## src/rtl/cordic_pkg.sv

```systemverilog
// Shared constants and tag bundle for the CORDIC vectoring scheduler.
// Angles are Q3.13 radians; magnitudes carry the raw CORDIC gain.
package cordic_pkg;

    localparam int Q_W      = 16;
    localparam int TAG_ID_W = 3;

    localparam logic [Q_W-1:0] PI_Q13      = 16'h6488;
    localparam logic [Q_W-1:0] HALF_PI_Q13 = 16'h3244;

    typedef struct packed {
        logic                valid;
        logic [TAG_ID_W-1:0] id;
        logic                flag;
        logic                ys;
    } tag_t;

    // -32768 has no positive twin, so it clamps to +32767
    function automatic logic [Q_W-1:0] neg_sat(input logic [Q_W-1:0] v);
        return (v == 16'h8000) ? 16'h7fff : (~v + 16'd1);
    endfunction

endpackage

```

## src/rtl/cordic_vec_sched_fifo.sv

```systemverilog
// Synchronous FIFO with registered count; output word is visible
// only the cycle after it is written.
module sync_fifo #(
    parameter int W     = 8,
    parameter int DEPTH = 8
) (
    input  logic                     clk,
    input  logic                     rst,
    input  logic                     push,
    input  logic [W-1:0]             din,
    input  logic                     pop,
    output logic [W-1:0]             dout,
    output logic                     valid,
    output logic [$clog2(DEPTH):0]   count
);
    localparam int AW = $clog2(DEPTH);
    localparam int CW = AW + 1;

    logic [W-1:0]  mem [DEPTH];
    logic [AW-1:0] wr_ptr;
    logic [AW-1:0] rd_ptr;
    logic          pop_ok;
    logic          full;

    assign valid  = (count != '0);
    assign full   = (count == CW'(DEPTH));
    assign pop_ok = pop && valid;
    assign dout   = valid ? mem[rd_ptr] : '0;

    always_ff @(posedge clk) begin
        if (push) mem[wr_ptr] <= din;
    end

    always_ff @(posedge clk or posedge rst) begin
        if (rst) begin
            wr_ptr <= '0;
            rd_ptr <= '0;
            count  <= '0;
        end else begin
            if (push)   wr_ptr <= wr_ptr + AW'(1);
            if (pop_ok) rd_ptr <= rd_ptr + AW'(1);
            count <= count + CW'(push) - CW'(pop_ok);
        end
    end

    a_no_overflow: assert property (
        @(posedge clk) disable iff (rst) !(push && full && !pop_ok));

endmodule

```

## src/rtl/cordic_vec_sched.sv

```systemverilog
// Round-robin front end sharing one CORDIC vectoring pipeline, with
// left-half-plane folding and a credit-guarded result FIFO.
module cordic_vec_sched
    import cordic_pkg::*;
#(
    parameter int NUM_REQ    = 4,
    parameter int PIPE_LAT   = 17,
    parameter int FIFO_DEPTH = 8,
    parameter int ID_W       = 2
) (
    input  logic                   clk,
    input  logic                   rst,
    input  logic [NUM_REQ-1:0]     req_valid,
    output logic [NUM_REQ-1:0]     req_ready,
    input  logic [16*NUM_REQ-1:0]  req_x,
    input  logic [16*NUM_REQ-1:0]  req_y,
    output logic [15:0]            cordic_xin,
    output logic [15:0]            cordic_yin,
    output logic [15:0]            cordic_zin,
    input  logic [15:0]            cordic_x0,
    input  logic [15:0]            cordic_z0,
    output logic                   rsp_valid,
    input  logic                   rsp_ready,
    output logic [ID_W-1:0]        rsp_id,
    output logic [15:0]            rsp_mag,
    output logic [15:0]            rsp_ang
);
    localparam int CNT_W = $clog2(FIFO_DEPTH) + 1;
    localparam int INF_W = $clog2(PIPE_LAT + 1);
    localparam int RW    = ID_W + 2 * Q_W;

    if (PI_Q13 != {HALF_PI_Q13[Q_W-2:0], 1'b0}) begin : g_bad_const
        $error("PI_Q13 and HALF_PI_Q13 disagree");
    end

    function automatic logic [ID_W-1:0] wrap_id(input int v);
        return ID_W'(v % NUM_REQ);
    endfunction

    logic [ID_W-1:0]  rr_q;
    logic [ID_W-1:0]  grant;
    logic             found;
    logic             credit;
    logic             hs;
    logic             neg;
    logic [Q_W-1:0]   x_sel;
    logic [Q_W-1:0]   y_sel;
    logic [Q_W-1:0]   ang;
    logic [INF_W-1:0] inflight;
    logic [CNT_W-1:0] fifo_count;
    logic [RW-1:0]    fifo_din;
    logic [RW-1:0]    fifo_dout;
    tag_t             tag_q [PIPE_LAT];
    tag_t             tail;

    always_comb begin
        found = 1'b0;
        grant = rr_q;
        for (int k = 0; k < NUM_REQ; k++) begin
            if (!found && req_valid[wrap_id(int'(rr_q) + k)]) begin
                found = 1'b1;
                grant = wrap_id(int'(rr_q) + k);
            end
        end
    end

    always_comb begin
        inflight = '0;
        for (int s = 0; s < PIPE_LAT; s++)
            inflight = inflight + INF_W'(tag_q[s].valid);
    end

    // Credits count what is already committed; a pop frees space next cycle
    assign credit = (int'(inflight) + int'(fifo_count)) < FIFO_DEPTH;

    always_comb begin
        req_ready = '0;
        if (!rst && found && credit) req_ready[grant] = 1'b1;
    end

    assign hs    = |(req_valid & req_ready);
    assign x_sel = req_x[int'(grant)*Q_W +: Q_W];
    assign y_sel = req_y[int'(grant)*Q_W +: Q_W];

    always_comb begin
        cordic_xin = '0;
        cordic_yin = '0;
        neg        = 1'b0;
        if (hs) begin
            if (x_sel[Q_W-1]) begin
                cordic_xin = neg_sat(x_sel);
                cordic_yin = neg_sat(y_sel);
                neg        = 1'b1;
            end else begin
                cordic_xin = x_sel;
                cordic_yin = y_sel;
            end
        end
    end

    assign cordic_zin = '0;

    always_ff @(posedge clk or posedge rst) begin
        if (rst) begin
            rr_q <= '0;
            for (int s = 0; s < PIPE_LAT; s++) tag_q[s] <= '0;
        end else begin
            if (hs) rr_q <= wrap_id(int'(grant) + 1);
            tag_q[0] <= '{valid: hs, id: TAG_ID_W'(grant),
                          flag: neg, ys: y_sel[Q_W-1]};
            for (int s = 1; s < PIPE_LAT; s++) tag_q[s] <= tag_q[s-1];
        end
    end

    assign tail = tag_q[PIPE_LAT-1];

    always_comb begin
        ang = cordic_z0;
        if (tail.flag) ang = tail.ys ? cordic_z0 - PI_Q13 : cordic_z0 + PI_Q13;
    end

    assign fifo_din = {tail.id[ID_W-1:0], cordic_x0, ang};

    sync_fifo #(
        .W     (RW),
        .DEPTH (FIFO_DEPTH)
    ) u_fifo (
        .clk   (clk),
        .rst   (rst),
        .push  (tail.valid),
        .din   (fifo_din),
        .pop   (rsp_ready),
        .dout  (fifo_dout),
        .valid (rsp_valid),
        .count (fifo_count)
    );

    assign {rsp_id, rsp_mag, rsp_ang} = fifo_dout;

    a_id_range: assert property (
        @(posedge clk) disable iff (rst) tail.valid |-> int'(tail.id) < NUM_REQ);

endmodule

```

## config.mk

```make
export PLATFORM = sky130hd
export DESIGN_NAME = cordic_vec_sched
export DESIGN_NICKNAME = d
export VERILOG_FILES = /design/src/rtl/cordic_pkg.sv /design/src/rtl/cordic_vec_sched_fifo.sv /design/src/rtl/cordic_vec_sched.sv
export SDC_FILE = /design/constraint.sdc
export NUM_CORES = 1
export LEC_CHECK = 0
export ABC_AREA = 1
export CAP_MARGIN = 20
export CORE_MARGIN = 1
export CORE_UTILIZATION = 59
export CTS_BUF_LIST = sky130_fd_sc_hd__clkbuf_16
export CTS_CLUSTER_SIZE = 8
export DETAILED_ROUTE_END_ITERATION = 10
export PLACE_DENSITY = 0.87
export SYNTH_ARGS = -nofsm -noshare
export SYNTH_HDL_FRONTEND = slang
export SYNTH_SLANG_ARGS = --single-unit
```

## constraint.sdc

```tcl
create_clock -name clk -period 15.54 [get_ports clk]
set_input_delay 3.108 -clock clk [delete_from_list [all_inputs] [get_ports clk]]
set_output_delay 3.108 -clock clk [all_outputs]
set_load 0.01 [all_outputs]
```

==> results.ini <==
[timing]
tightest_slew_ns=0.966
fmax_mhz=88.0
max_slew_margin_pct=35.1
clock_skew_ns=0.0168
hold_viol_final=0
setup_tns_ns=0
min_period_over_period_pct=73.1
maxSlewViolCount=0
fin_ws_ns=4.18
fin_crit_ns=11.36
setup_viol=0
grt_setup_unrepaired=false

[clock_network]
cts.reportedPaths.clkPinSlew_ns=0.05
cts.repair.resized=0
clockRootBuffer=clkbuf_16
hold_buffers=0
clk_latency_ns=0.55
cts_buffers=52
clock-sinks=369
cts_setup_buffers=0
cts_max_level=2
cts_buffer_depth=3
cts_tree=done

[global_route]
grt_pass1_wl_mm=73.7
antenna_found_initial=5
grt_max_degree=84
grt_overflow=0
grt_pass1_vias=13700
track_usage_pct=31.7

[logic_synthesis]
yosys_register_bits=369
avgSynthCellArea_um2=10.1
synthCells=1718
yosysSeqAreaShare_pct=61.3
async_flop_share_pct=26.3
synth_area_mm2=0.0173
ys_warn_count=0
ys.flop_type=edfxtp_1
synth_edf_count=272
synth_cell_types=46

[worst_setup_path]
crit_arrival_ns=8.25
path_class=in2out
worstPathRequired_ns=12.43
crit_fanout=75
cp-start-kind=input port
end_kind=primary output

[route]
wirelength_mm=47.5
first_pass_iters=5
drt-met1-wl_mm=17.5
drtAntennaViolNets=0
drc=0
drtIter0Drc=1353
via_per_inst=5.80
via_count=13800
met2_length_mm=24.4
wl_per_cell_um=20.0
routed.top_layer=met4
met3_wirelength_mm=4.13

[power]
p_seq_share_pct=26.0
comb_power_share_pct=53.7
peakVddDrop_mv=0.205
p_per_area_mw_per_mm2=234
p_leak_uw=0.00877
p_int_uw=2770
switching_power_uw=2250
swShare_pct=44.8
pwr-share-clk_pct=20.2

[cells_and_area]
finalNetCount=2155
area_delta_synth_final_pct=23.7
fin_cells=2372
drive_gt1_share_pct=6.66
final_area_mm2=0.0214
multi_input_area_mm2=0.00590
fillerInstances=1836
regArea_mm2=0.0106

[floorplan]
fp.dieArea_mm2=0.0300
start_util_pct=60.1
row_count=62
core_area_mm2=0.0288
dieWidth_um=173
ios=254
die_h_um=173

[placed_design]
hpwl_mm=28.5
globalplace.congestion=0.960
port-buffer-count=237
place_ws_ns=4.20
place_area_mm2=0.0198
placedCellCount=2268

[status]
status=completed

[flow_run]
maxCapViolCount=0

[hold_path]
hp-class=reg2reg

## routing by layer
metal	GRT usage, %	vias up
li1	-	6264
met2	56.2	807
met3	6.29	124
met1	38.5	6557
met5	0	-
met4	11.5	0
## sequential cells by signal, indices dropped and copies added, names as in the netlist
name           cells
u_fifo.rd_ptr      3
u_fifo.mem       272
fifo_din           2
tag_q             83
u_fifo.wr_ptr      3
rr_q               2
u_fifo.count       4
## through the flow
stage / power [uW] / util, % / hold slack, ns
floorplan: 3110 / - / 0.331
CTS: 4990 / 74.2 / 0.346
global route: 5350 / 74.3 / 0.353
finish: 5010 / 74.4 / 0.350
detailed placement: 3930 / 69.0 / 0.335
global placement: 3860 / 69.0 / 0.332
## cells in the final DEF (no fill, tap or decap), types with 9 or more instances in the layout
cell | synthesis | layout
clkbuf_16 | 0 | 53
nand2_2 | 9 | 9
o22ai_1 | 34 | 34
clkdlybuf4s50_1 | 0 | 237
fa_1 | 14 | 14
a31oi_1 | 39 | 39
conb_1 | 1 | 16
inv_1 | 88 | 125
nand3_1 | 72 | 72
nor2_1 | 269 | 260
a21oi_1 | 27 | 27
o21ai_0 | 197 | 197
nor2_4 | 1 | 9
edfxtp_1 | 272 | 272
nand2_1 | 384 | 384
ha_1 | 35 | 35
buf_4 | 19 | 18
xor2_1 | 12 | 12
dfrtp_1 | 97 | 95
## critical path, cell delays in order
cell,delay [ns]
clkdlybuf4s50_1,0.55
inv_1,0.07
nand2_1,0.06
nand2_1,0.10
o21ai_4,0.22
nand3_4,0.12
nand2_4,0.28
nand2_4,0.46
inv_2,0.69
nand2_1,0.13
nand3_1,0.15
nand2_2,0.23
inv_2,0.46
nand3_1,0.18
nor2_1,0.21
nand2_2,0.28
a21oi_1,0.34
clkdlybuf4s50_1,0.60
## power by group through the flow
stage | Combinational [uW] | Clock [uW] | Sequential [uW]
global route | 2980 | 1060 | 1310
global placement | 2560 | 0 | 1300
detailed placement | 2620 | 0 | 1310
finish | 2690 | 1010 | 1300
floorplan | 1850 | 0 | 1260
CTS | 2670 | 1020 | 1300
## synth_stat cells, drive strengths merged (2+ instances only)
cell type    n  area [um^2]
xnor2        7         61.3
fa          14          280
nand2      396         1530
nand3       75          398
xor2        12          105
dfrtp       97         2430
nand4        6         52.6
edfxtp     272         8170
o22ai       34          213
clkbuf      60          225
a31oi       43          294
o211ai       5         42.5
nor2       278         1080
or2          3         18.8
nand3b       4         33.8
a21oi       28          144
inv         94          353
o21ai      204         1040
buf         44          339
ha          35          438
o31ai        2         15.0
## cell type report
cell class / instances / share of cell area [%]
clock buffer: 53 / 6.20
clock inverter: 43 / 0.854
antenna: 7 / 0.0819
timing repair buffer: 256 / 11.8
tap: 384 / 2.25
inverter: 94 / 1.67
sequential: 369 / 49.5
multi-input combinational: 1166 / 27.6
## worst paths after layout
check | slack (ns) | start | depth (start not counted) | to
worst max-delay path | 4.18 | req_valid[2] | 18 | cordic_yin[1]
worst min-delay path | 0.35 | tag_q[31] | 0 | tag_q[25]
worst max register to register | 10.19 | tag_q[5] | 18 | rr_q[1]
worst min register to register | 0.35 | tag_q[31] | 0 | tag_q[25]
max in group asynchronous | 11.76 | rst | 4 | u_fifo.rd_ptr[0]
min in group asynchronous | 2.89 | rst | 2 | tag_q[5]
## kinds of logic after synthesis
family	synth area share (%)
flops	61.3
compound gates	10.2
xor+xnor	0.962
buf+inv	5.30
simple gates	18.1
other cells	0.0217
fa+ha+maj	4.15
Power figures use the tool's default switching activity.
